**src/rtl/vote_counter_if.sv**
```systemverilog
// Signal bundle between the upstream voter/controller and vote_counter.
// No valid/ready here: vote_in, en and clr are level inputs sampled on every rising clk edge; outputs are registered.
interface vote_counter_if #(
    parameter int WIDTH = 4
);
    logic             vote_in;
    logic             en;
    logic             clr;
    logic             level;
    logic             pulse;
    logic             tc;
    logic [WIDTH-1:0] count;
    logic [1:0]       fsm_state;

    modport master (
        output vote_in, en, clr,
        input  level, pulse, tc, count, fsm_state
    );

    modport slave (
        input  vote_in, en, clr,
        output level, pulse, tc, count, fsm_state
    );
endinterface

```
**src/rtl/vote_counter.sv**
```systemverilog
// Debounces a voted level, strobes on each confirmed rise and counts rises modulo MODULUS.
// The filter state is exported on bus.fsm_state for observation.
module vote_counter #(
    parameter int STABLE  = 3,
    parameter int MODULUS = 10,
    parameter int WIDTH   = 4
) (
    input  logic          clk,
    input  logic          reset,
    vote_counter_if.slave bus
);
    typedef enum logic [1:0] {
        LOW      = 2'd0,
        RISE_CHK = 2'd1,
        HIGH     = 2'd2,
        FALL_CHK = 2'd3
    } state_t;

    // run counts consecutive new-value samples; reaching RUN_LAST on the next sample confirms
    localparam logic [3:0]       RUN_LAST  = 4'(STABLE - 1);
    localparam logic [WIDTH-1:0] COUNT_MAX = WIDTH'(MODULUS - 1);

    state_t           state_q, state_d;
    logic [3:0]       run_q, run_d;
    logic             rise;
    logic             level_q, pulse_q, tc_q;
    logic [WIDTH-1:0] count_q;

    always_comb begin
        state_d = state_q;
        run_d   = run_q;
        rise    = 1'b0;
        case (state_q)
            LOW: begin
                if (bus.vote_in) begin
                    if (STABLE == 1) begin
                        state_d = HIGH;
                        rise    = 1'b1;
                    end else begin
                        state_d = RISE_CHK;
                        run_d   = 4'd1;
                    end
                end
            end
            RISE_CHK: begin
                if (bus.vote_in) begin
                    if (run_q == RUN_LAST) begin
                        state_d = HIGH;
                        run_d   = 4'd0;
                        rise    = 1'b1;
                    end else begin
                        run_d = run_q + 4'd1;
                    end
                end else begin
                    state_d = LOW;
                    run_d   = 4'd0;
                end
            end
            HIGH: begin
                if (!bus.vote_in) begin
                    if (STABLE == 1) begin
                        state_d = LOW;
                    end else begin
                        state_d = FALL_CHK;
                        run_d   = 4'd1;
                    end
                end
            end
            FALL_CHK: begin
                if (!bus.vote_in) begin
                    if (run_q == RUN_LAST) begin
                        state_d = LOW;
                        run_d   = 4'd0;
                    end else begin
                        run_d = run_q + 4'd1;
                    end
                end else begin
                    state_d = HIGH;
                    run_d   = 4'd0;
                end
            end
            default: begin
                state_d = LOW;
                run_d   = 4'd0;
            end
        endcase
    end

    always_ff @(posedge clk) begin
        if (reset) begin
            state_q <= LOW;
            run_q   <= 4'd0;
            level_q <= 1'b0;
            pulse_q <= 1'b0;
            count_q <= '0;
            tc_q    <= 1'b0;
        end else begin
            state_q <= state_d;
            run_q   <= run_d;
            level_q <= (state_d == HIGH) || (state_d == FALL_CHK);
            pulse_q <= rise;
            // clr wins over a coincident increment; the pulse itself is unaffected
            if (bus.clr) begin
                count_q <= '0;
                tc_q    <= 1'b0;
            end else if (rise && bus.en) begin
                if (count_q == COUNT_MAX) begin
                    count_q <= '0;
                    tc_q    <= 1'b1;
                end else begin
                    count_q <= count_q + 1'b1;
                    tc_q    <= 1'b0;
                end
            end else begin
                tc_q <= 1'b0;
            end
        end
    end

    assign bus.level     = level_q;
    assign bus.pulse     = pulse_q;
    assign bus.count     = count_q;
    assign bus.tc        = tc_q;
    assign bus.fsm_state = state_q;
endmodule

```
**src/flat_wrapper.sv**
```systemverilog
// flat-port wrapper written by rule: the top's interface ports become plain ports
module vote_counter_flat 
#(
    parameter int STABLE  = 3,
    parameter int MODULUS = 10,
    parameter int WIDTH   = 4
)
  (clk, reset, bus_vote_in, bus_en, bus_clr, bus_level, bus_pulse, bus_tc, bus_count, bus_fsm_state);
  vote_counter_if #(.WIDTH(WIDTH)) bus_i ();
  input  logic clk;
  input  logic reset;
  input wire logic [$bits(bus_i.vote_in)-1:0] bus_vote_in;
  input wire logic [$bits(bus_i.en)-1:0] bus_en;
  input wire logic [$bits(bus_i.clr)-1:0] bus_clr;
  output wire logic [$bits(bus_i.level)-1:0] bus_level;
  output wire logic [$bits(bus_i.pulse)-1:0] bus_pulse;
  output wire logic [$bits(bus_i.tc)-1:0] bus_tc;
  output wire logic [$bits(bus_i.count)-1:0] bus_count;
  output wire logic [$bits(bus_i.fsm_state)-1:0] bus_fsm_state;
  assign bus_i.vote_in = bus_vote_in;
  assign bus_i.en = bus_en;
  assign bus_i.clr = bus_clr;
  assign bus_level = bus_i.level;
  assign bus_pulse = bus_i.pulse;
  assign bus_tc = bus_i.tc;
  assign bus_count = bus_i.count;
  assign bus_fsm_state = bus_i.fsm_state;
  vote_counter #(.STABLE(STABLE), .MODULUS(MODULUS), .WIDTH(WIDTH)) u_core (.clk(clk), .reset(reset), .bus(bus_i));
endmodule
```
**config.mk**
```make
export PLATFORM = sky130hd
export DESIGN_NAME = vote_counter_flat
export DESIGN_NICKNAME = d
export VERILOG_FILES = /design/src/rtl/vote_counter_if.sv /design/src/rtl/vote_counter.sv /design/src/flat_wrapper.sv
export SDC_FILE = /design/constraint.sdc
export NUM_CORES = 1
export LEC_CHECK = 0
export BUFFER_PORTS_ARGS = -buffer_cell sky130_fd_sc_hd__buf_4
export CAP_MARGIN = 15
export CORE_MARGIN = 8
export CORE_UTILIZATION = 25
export DETAILED_ROUTE_END_ITERATION = 12
export GPL_TIMING_DRIVEN = 0
export PLACE_DENSITY = 0.39
export SYNTH_ARGS = -nofsm -noshare
export SYNTH_HDL_FRONTEND = slang
export SYNTH_SLANG_ARGS = --single-unit
export TNS_END_PERCENT = 20
```
**constraint.sdc**
```tcl
create_clock -name clk -period 2.1 [get_ports clk]
set_clock_uncertainty 0.15 [all_clocks]
set_input_delay 0 -clock clk [delete_from_list [all_inputs] [get_ports clk]]
set_output_delay 0 -clock clk [all_outputs]
set_load 0.01 [all_outputs]
```
==> flow_metrics.env, run 1 <==
export IMPL_peakVddDrop_uv=335.1
export IMPL_htreeDepth=1
export IMPL_routed_wl_mm=1.627
export IMPL_yosysSeqAreaShare=0.4055
export IMPL_grt_usage=0.07592
export IMPL_power_switching_share=0.2398
export IMPL_syn_cell_area_um2=641.9
export IMPL_final_layout_size_suffix_gt1_frac=0.2151
export IMPL_clock_sinks=13
export IMPL_path_cells="inv_1 > ha_2 > or3b_1 > buf_2 > or4_1 > a21oi_2"
export IMPL_required_ns=2.17
export IMPL_fillCellCount=262
export IMPL_start_util=0.2615
export IMPL_finalCritPeriodShare=0.9404
export IMPL_reg2reg_to="u_core.bus.count[0]"
export IMPL_numCtsBuffers=3
export IMPL_synth_seq_cells=13
export IMPL_critical_path_class="reg2reg"
export IMPL_cp_arrival_ns=2.04
export IMPL_grt_start_max_net_pins=11
export IMPL_critPathBufInv=2
export IMPL_hp_class="reg2reg"
export IMPL_cp_top_family="simple AND/OR/NAND/NOR gates"
export IMPL_internal_power_mw=0.3416
export IMPL_worst_pin_slew_ns=0.4472
export IMPL_max_slew_margin=0.7019
export IMPL_wl_per_cell_um=13.23
export IMPL_grt_pass1_wl_mm=2.573
export IMPL_setup_tns_ns=0
export IMPL_path_clk_slew_ns=0.08
export IMPL_drt_drc_violations_left=0
export IMPL_crit_reg2reg_launch="u_core.run_q[0]"
export IMPL_io_buffers=13
export IMPL_detail_route_antenna_nets=0
export IMPL_rows=18
export IMPL_leakagePower_nw=0.3209
export IMPL_pin_count=14
export IMPL_syn_nets=79
export IMPL_routed_top_layer="met4"
export IMPL_power_frac_comb=0.085
export IMPL_nNetsFinal=101
export IMPL_drt_met1_wl_um=764
export IMPL_whs_endpoint="u_core.bus.count[0]"
export IMPL_seqCellArea_um2=260.3
export IMPL_multi_input_area_um2=367.9
export IMPL_avgSynthCellArea_um2=8.915
export IMPL_end_kind="flop"
export IMPL_p_total_mw=0.4494
export IMPL_dp_cells=115
export IMPL_drt_iter0_drc=13
export IMPL_rrSetupSlack_ns=0.13
export IMPL_slowest_stage="or4_1"
export IMPL_clockBufferDepth=2
export IMPL_finalHoldViolations=0
export IMPL_seqPwrFrac=0.565
export IMPL_rr_worst_depth=6
export IMPL_root_buffer="clkbuf_4"
export IMPL_hold_slack_ns=0.3724
export IMPL_wl_met2_um=721
export IMPL_rsz0062_at_grt="no"
export IMPL_n_antenna_cell=0
export IMPL_critical_path_startpoint_type="flop"
export IMPL_setup_viol=0
export IMPL_post_cts_setup_buffers=0
export IMPL_dp_slack_ns=0.1547
export IMPL_maxCapViolCount=0
export IMPL_synth_cell_type_count=32
export IMPL_cts_tree="done"
export IMPL_die_w_um=66.67
export IMPL_grt_pass1_vias=527
export IMPL_grt_ovfl_total=0
export IMPL_clock_latency_ns=0.27
export IMPL_dr_total_vias=615
export IMPL_hold_path_depth=2
export IMPL_place_congestion=0.7104
export IMPL_min_period_ns=1.975
export IMPL_setup_slack_ns=0.1252
export IMPL_worstHoldStart="u_core.bus.count[0]"
export IMPL_drv_slew=0
export IMPL_crit_fanout=7
export IMPL_fmax_ghz=0.5064
export IMPL_die_y_um=66.67
export IMPL_status="finished clean"
export IMPL_p_switching_mw=0.1078
export IMPL_yosys_warnings=0
export IMPL_wl_met3_um=125
export IMPL_syn_to_final_growth_pct=32.36
export IMPL_first_pass_iters=3
export IMPL_core_area_um2=2455
export IMPL_power_frac_clock=0.350
export IMPL_vias_per_cell=5.000
export IMPL_hpwlAfterDp_mm=1.163
export IMPL_instances_no_fill=123
export IMPL_crit_cells=6
export IMPL_antenna_found_initial=0
export IMPL_fp_dieArea_um2=4445
export IMPL_power_per_cell_area_nw_per_um2=529.0
export IMPL_max_stage_delay_ns=0.49
export IMPL_postSynthCellCount=72
==> flip-flops by register name, summed over array words and instances (netlist names) <==
name	count
u_core.bus.count	4
u_core.bus.fsm_state	2
u_core.bus.level	1
u_core.bus.pulse	1
u_core.bus.tc	1
u_core.run_q	4
==> repair_timing <==
item,in CTS,in global routing
setup endpoints to repair,0,1
hold buffers,4,0
gates resized for setup,0,2
hold endpoints to repair,8,0
==> worst register-to-register path: cells and delay by family, from the launching register on <==
kind	cells	cell delay, ns
AOI/OAI and AO/OA	1	0.14
adders and majority gates	1	0.20
buffers and inverters	2	0.28
DFF	1	0.34
and+or+nand+nor	2	0.82
==> cell type report <==
class / instances / share of cell area
timing repair buffer: 17 / 0.1620
buffer: 2 / 0.01031
clock buffer: 4 / 0.03093
multi-input combinational: 54 / 0.4330
sequential: 13 / 0.3063
inverter: 3 / 0.01325
tap: 30 / 0.04418
==> through the flow <==
stage                     utilization  instance area [um2]
final                          0.3461                849.6
after CTS                      0.3435                843.3
after detailed placement       0.3165                777.0
after global routing           0.3461                849.6
after floorplan                     -                641.9
after global placement         0.3165                777.0
==> placed cells by master, fill, tap and decap left out <==
cell type / synthesis / layout
a211oi_1: 1 / 1
a21oi_1: 7 / 6
a21oi_2: 0 / 1
a31oi_1: 2 / 2
and2b_1: 1 / 1
and4b_1: 2 / 2
and4bb_1: 1 / 1
buf_2: 1 / 1
buf_4: 0 / 13
clkbuf_1: 1 / 2
clkbuf_4: 0 / 3
dfxtp_1: 13 / 13
dlygate4sd3_1: 0 / 4
ha_1: 2 / 1
ha_2: 0 / 1
inv_1: 3 / 3
mux2i_1: 1 / 1
nand2_1: 5 / 5
nand2b_1: 1 / 1
nand3_1: 5 / 5
nand3b_1: 1 / 1
nand4_1: 2 / 2
nand4b_1: 3 / 3
nand4bb_1: 1 / 1
nor2_1: 1 / 1
nor2b_1: 3 / 3
nor3_1: 2 / 2
nor4_1: 1 / 1
o2111ai_1: 1 / 1
o21ai_0: 3 / 3
o31ai_1: 1 / 1
or2_2: 1 / 1
or3_1: 1 / 1
or3b_1: 1 / 1
or4_1: 2 / 2
xnor2_1: 1 / 1
xor2_1: 1 / 1
==> power groups by stage <==
| stage | clock [mW] | combinational, mW | sequential, mW |
|---|---|---|---|
| finish | 0.157 | 0.0382 | 0.254 |
| global route | 0.175 | 0.0414 | 0.255 |
| CTS | 0.167 | 0.0382 | 0.254 |
| detailed placement | 0 | 0.0319 | 0.260 |
| global placement | 0 | 0.0321 | 0.261 |
| floorplan | 0 | 0.0163 | 0.260 |
==> cell families after synthesis <==
logic type,count (synthesis),synth area share
simple gates,34,0.3470
xor+xnor,2,0.02730
flops,13,0.4055
mux,1,0.01560
fa+ha+maj,2,0.03898
buf+inv,5,0.03117
compound gates,15,0.1345
==> per-layer routing <==
metal	track usage	up-vias
met4	0.03200	0
met1	0.08977	291
met2	0.1099	10
li1	-	312
met5	0	-
met3	0.04195	2
==> synthesized netlist by cell type <==
| library cell | instances | area (um2) |
|---|---|---|
| and2b_1 | 1 | 7.510 |
| nor2b_1 | 3 | 18.77 |
| nand2_1 | 5 | 18.77 |
| dfxtp_1 | 13 | 260.3 |
| or4_1 | 2 | 15.01 |
| xnor2_1 | 1 | 8.760 |
| xor2_1 | 1 | 8.760 |
| ha_1 | 2 | 25.02 |
| nand4bb_1 | 1 | 11.26 |
| buf_2 | 1 | 5.000 |
| and4b_1 | 2 | 20.02 |
| nor3_1 | 2 | 10.01 |
| mux2i_1 | 1 | 10.01 |
| a31oi_1 | 2 | 12.51 |
| o2111ai_1 | 1 | 8.760 |
| a211oi_1 | 1 | 7.510 |
| nor2_1 | 1 | 3.750 |
| inv_1 | 3 | 11.26 |
| o21ai_0 | 3 | 15.01 |
| nand4_1 | 2 | 12.51 |
| nand3b_1 | 1 | 7.510 |
| and4bb_1 | 1 | 12.51 |
| nand3_1 | 5 | 25.02 |
| or3_1 | 1 | 6.260 |
| nand4b_1 | 3 | 26.28 |
| or2_2 | 1 | 6.260 |
| nand2b_1 | 1 | 6.260 |
| or3b_1 | 1 | 8.760 |
| clkbuf_1 | 1 | 3.750 |
| o31ai_1 | 1 | 7.510 |
| a21oi_1 | 7 | 35.03 |
| nor4_1 | 1 | 6.260 |
==> how the worst max path moves through the flow <==
stage | from | endpoint
after floorplan | u_core.run_q[0] | u_core.bus.count[0]
after global placement | u_core.run_q[0] | u_core.bus.count[0]
after detailed placement | u_core.run_q[0] | u_core.bus.count[0]
after CTS | u_core.run_q[0] | u_core.bus.count[0]
after global routing | u_core.run_q[0] | u_core.bus.count[0]
final | u_core.run_q[0] | u_core.bus.count[0]
Note: power is estimated with default switching activity, not from simulation.
==> run 2, diff against run 1 <==
--- a/config.mk
+++ b/config.mk
@@ -5,6 +5,7 @@
 export SDC_FILE = /design/constraint.sdc
 export NUM_CORES = 1
 export LEC_CHECK = 0
+export ABC_CLOCK_PERIOD_IN_PS = 2100
 export BUFFER_PORTS_ARGS = -buffer_cell sky130_fd_sc_hd__buf_4
 export CAP_MARGIN = 15
 export CORE_MARGIN = 8
==> constraint.sdc (replaced) <==
create_clock -name clk -period 2.1 [get_ports clk]
set_clock_uncertainty 0.15 [all_clocks]
set_input_delay 0.105 -clock clk [delete_from_list [all_inputs] [get_ports clk]]
set_output_delay 0.105 -clock clk [all_outputs]
set_load 0.01 [all_outputs]
==> flow_metrics.env, run 2 (synthesized netlist as in run 1, its figures left out) <==
export IMPL_finalHoldViolations=0
export IMPL_clockBufferDepth=2
export IMPL_n_antenna_cell=0
export IMPL_root_buffer="clkbuf_4"
export IMPL_grt_ovfl_total=0
export IMPL_drv_slew=0
export IMPL_required_ns=2.17
export IMPL_cp_arrival_ns=2.04
export IMPL_max_stage_delay_ns=0.49
export IMPL_status="finished clean"
export IMPL_dr_total_vias=615
export IMPL_dp_cells=115
export IMPL_dp_slack_ns=0.1547
export IMPL_nNetsFinal=100
export IMPL_power_per_cell_area_nw_per_um2=535.6
export IMPL_use_met3=0.04195
export IMPL_dpl_cell_area_um2=777.0
export IMPL_grt_start_max_net_pins=11
export IMPL_instances_no_fill=122
export IMPL_hpwlAfterDp_mm=1.163
export IMPL_finalCritPeriodShare=0.9386
export IMPL_grt_usage=0.07490
export IMPL_path_cells="inv_1 > ha_2 > or3b_1 > buf_2 > or4_1 > a21oi_2"
export IMPL_maxCapViolCount=0
export IMPL_core_area_um2=2455
export IMPL_gr_max_usage_layer="met2"
export IMPL_numCtsBuffers=3
export IMPL_clock_sinks=13
export IMPL_clock_latency_ns=0.28
export IMPL_end_kind="flop"
export IMPL_path_clk_slew_ns=0.08
export IMPL_wl_per_cell_um=13.50
export IMPL_place_congestion=0.7104
export IMPL_start_util=0.2615
export IMPL_htreeDepth=1
export IMPL_grt_use_met2=0.1099
export IMPL_grt_pass1_wl_mm=2.525
export IMPL_final_layout_size_suffix_gt1_frac=0.2174
export IMPL_drt_drc_violations_left=0
export IMPL_detail_route_antenna_nets=0
export IMPL_io_buffers=13
export IMPL_p_total_mw=0.4496
export IMPL_crit_fanout=7
export IMPL_critical_path_class="reg2reg"
export IMPL_max_slew_margin=0.6920
export IMPL_pin_count=14
export IMPL_slowest_stage="or4_1"
export IMPL_antenna_found_initial=0
export IMPL_cts_tree="done"
export IMPL_routed_wl_mm=1.647
export IMPL_final_core_util=0.3420
export IMPL_final_area_um2=839.6
export IMPL_worst_pin_slew_ns=0.4620
export IMPL_multi_input_area_um2=367.9
export IMPL_fmax_ghz=0.5074
export IMPL_die_y_um=66.67
export IMPL_fp_dieArea_um2=4445
export IMPL_min_period_ns=1.971
export IMPL_seqCellArea_um2=260.3
export IMPL_peakVddDrop_uv=333.2
export IMPL_first_pass_iters=2
export IMPL_rows=18
export IMPL_hp_class="in2reg"
export IMPL_post_cts_setup_buffers=0
export IMPL_hold_slack_ns=0.05888
export IMPL_setup_tns_ns=0
export IMPL_setup_viol=0
export IMPL_leakagePower_nw=0.3167
export IMPL_grt_pass1_vias=524
export IMPL_layout_common_cells="buf_4, dfxtp_1, a21oi_1"
export IMPL_critical_path_startpoint_type="flop"
export IMPL_rsz0062_at_grt="no"
export IMPL_vias_per_cell=5.041
export IMPL_grt_met1_usage=0.08687
export IMPL_setup_slack_ns=0.1290
export IMPL_drt_iter0_drc=15
export IMPL_fillCellCount=263
export IMPL_die_w_um=66.67
export IMPL_syn_to_final_growth_pct=30.80
## run 2: changes by cell type in the layout (fill, tap and decap cells not counted), sizes merged
| cell | previous run | this run |
|---|---|---|
| dlygate4sd3 | 4 | 3 |
## run 2: final cells by class
class | count | share of cell area
Multi-Input combinational cell | 54 | 0.4382
Clock buffer | 4 | 0.03130
Tap cell | 30 | 0.04471
Buffer | 2 | 0.01043
Inverter | 3 | 0.01341
Sequential cell | 13 | 0.3100
Timing Repair Buffer | 16 | 0.1520
## run 2: worst max-delay path: cells and delay by family, from the launching register on
family / cells / cell delay [ns]
AND/OR/NAND/NOR: 2 / 0.82
flip-flops: 1 / 0.34
AO/OA/AOI/OAI: 1 / 0.14
adder cells (fa/ha/maj): 1 / 0.20
buffers and inverters: 2 / 0.28
## run 2: power by group
group / total, mW / internal [mW] / switching [mW]
sequential: 0.254 / 0.250 / 0.00466
clock: 0.158 / 0.0736 / 0.0847
combinational: 0.0371 / 0.0172 / 0.0198
total: 0.450 / 0.340 / 0.109
## run 2: path summary, 6_finish.rpt
path,start,end,slack (ns),depth (start not counted)
max,u_core.run_q[0],u_core.bus.count[0],0.13,6
min reg2reg,u_core.bus.count[0],u_core.bus.count[0],0.37,2
max reg2reg,u_core.run_q[0],u_core.bus.count[0],0.13,6
min,bus_en,u_core.bus.count[0],0.06,4
## run 2: per-layer routing
| layer | share of wire | vias to the layer above | routed length [um] |
|---|---|---|---|
| met3 | 0.070 | 2 | 115 |
| met5 | 0 | - | 0 |
| met4 | 0.0091 | 0 | 15 |
| met2 | 0.44 | 10 | 723 |
| met1 | 0.48 | 292 | 793 |
| li1 | - | 311 | - |
## run 2: timing repair
action / in CTS / in global routing
hold buffers: 3 / 0
setup endpoints to repair: 0 / 1
hold endpoints to repair: 7 / 0
gates resized for setup: 0 / 2
==> run 3, diff against run 2 <==
--- a/config.mk
+++ b/config.mk
@@ -13,6 +13,7 @@
 export DETAILED_ROUTE_END_ITERATION = 12
 export GPL_TIMING_DRIVEN = 0
 export PLACE_DENSITY = 0.39
+export RECOVER_POWER = 50
 export SYNTH_ARGS = -nofsm -noshare
 export SYNTH_HDL_FRONTEND = slang
 export SYNTH_SLANG_ARGS = --single-unit
==> flow_metrics.env, run 3 (synthesized netlist as in run 1, its figures left out) <==
export IMPL_end_kind="flop"
export IMPL_grt_ovfl_total=0
export IMPL_cp_arrival_ns=2.04
export IMPL_final_layout_size_suffix_gt1_frac=0.1087
export IMPL_required_ns=2.17
export IMPL_leakagePower_nw=0.2803
export IMPL_grt_pass1_vias=524
export IMPL_crit_path_start="u_core.run_q[0]"
export IMPL_min_period_ns=1.973
export IMPL_setup_tns_ns=0
export IMPL_rows=18
export IMPL_drv_slew=0
export IMPL_numCtsBuffers=3
export IMPL_peakVddDrop_uv=342.2
export IMPL_first_pass_iters=2
export IMPL_rsz0062_at_grt="no"
export IMPL_htreeDepth=1
export IMPL_routed_wl_mm=1.654
export IMPL_post_cts_setup_buffers=0
export IMPL_power_per_cell_area_nw_per_um2=558.2
export IMPL_grt_start_max_net_pins=11
export IMPL_detail_route_antenna_nets=0
export IMPL_final_common_cell="dfxtp_1"
export IMPL_hp_class="in2reg"
export IMPL_syn_to_final_growth_pct=25.15
export IMPL_grt_pass1_wl_mm=2.525
export IMPL_max_slew_margin=0.6894
export IMPL_die_w_um=66.67
export IMPL_io_buffers=13
export IMPL_pin_count=14
export IMPL_finalHoldViolations=0
export IMPL_drt_drc_violations_left=0
export IMPL_final_area_um2=803.3
export IMPL_place_congestion=0.7104
export IMPL_antenna_found_initial=0
export IMPL_wl_per_cell_um=13.56
export IMPL_core_area_um2=2455
export IMPL_die_y_um=66.67
export IMPL_start_util=0.2615
export IMPL_setup_viol=0
export IMPL_maxCapViolCount=0
export IMPL_status="finished clean"
export IMPL_setup_slack_ns=0.1274
export IMPL_dpl_cell_area_um2=777.0
export IMPL_worstHoldStart="bus_en"
export IMPL_finalCritPeriodShare=0.9393
export IMPL_worst_pin_slew_ns=0.4660
export IMPL_crit_reg2reg_launch="u_core.run_q[0]"
export IMPL_hpwlAfterDp_mm=1.163
export IMPL_dr_total_vias=618
export IMPL_clock_latency_ns=0.28
export IMPL_root_buffer="clkbuf_4"
export IMPL_vias_per_cell=5.066
export IMPL_drt_iter0_drc=16
export IMPL_fmax_ghz=0.5070
export IMPL_critical_path_class="reg2reg"
export IMPL_clockBufferDepth=2
export IMPL_p_total_mw=0.4484
export IMPL_n_antenna_cell=0
export IMPL_dp_slack_ns=0.1547
export IMPL_grt_usage=0.07490
export IMPL_cts_tree="done"
export IMPL_critical_path_startpoint_type="flop"
export IMPL_path_clk_slew_ns=0.08
export IMPL_fp_dieArea_um2=4445
export IMPL_clock_sinks=13
export IMPL_nNetsFinal=100
export IMPL_layout_common_cells="dfxtp_1, clkbuf_1, a21oi_1"
export IMPL_crit_fanout=7
## run 3: changes by cell type in the layout (fill, tap and decap cells not counted)
cell	previous run	this run
ha_2	1	0
clkbuf_1	2	11
buf_4	13	4
ha_1	1	2
## run 3: what timing repair did
item,CTS,global route
hold endpoints to repair,7,0
hold buffers,3,0
gates resized for setup,0,2
endpoints found under the setup margin,0,1
## run 3: path summary, 6_finish.rpt
path / endpoint / slack, ns / cells after the start
worst max-delay path: u_core.bus.count[0] / 0.13 / 6
worst min-delay path: u_core.bus.count[0] / 0.06 / 4
worst max register to register: u_core.bus.count[0] / 0.13 / 6
worst min register to register: u_core.bus.count[0] / 0.37 / 2
## run 3: final cells by class
type	instances	area, um2
plain buffers	2	8.758
well taps	30	37.54
clock buffers	4	26.28
flip-flops and latches	13	260.3
inverters	3	11.26
multi-input cells	54	365.4
fillers	272	1652
repair buffers	16	93.84
## run 3: report_power, final
group / total, mW / internal, mW / switching, mW
logic: 0.0359 / 0.0162 / 0.0197
registers: 0.254 / 0.250 / 0.00460
clock network: 0.158 / 0.0736 / 0.0847
total: 0.448 / 0.339 / 0.109
## run 3: stage by stage
step                        util  std cells  hold WS [ns]
after floorplan                -         72        0.1141
after global placement    0.3165        115        0.2482
after detailed placement  0.3165        115        0.2514
after CTS                 0.3395        122       0.04496
after global routing      0.3272        122       0.08004
final                     0.3272        122       0.05836
## run 3: layer usage
metal  wire length (um)  track usage  vias to the layer above
li1                   -            -                      312
met1                813      0.08687                      294
met2                716       0.1099                       10
met3                108      0.04195                        2
met4                 15      0.03200                        0
met5                  0            0                        -
## run 3: worst max-delay path: stages (launching register included)
cell and delay [ns]:
dfxtp_1 0.34, inv_1 0.11, ha_1 0.19, or3b_1 0.34, buf_2 0.17, or4_1 0.49, a21oi_2 0.14
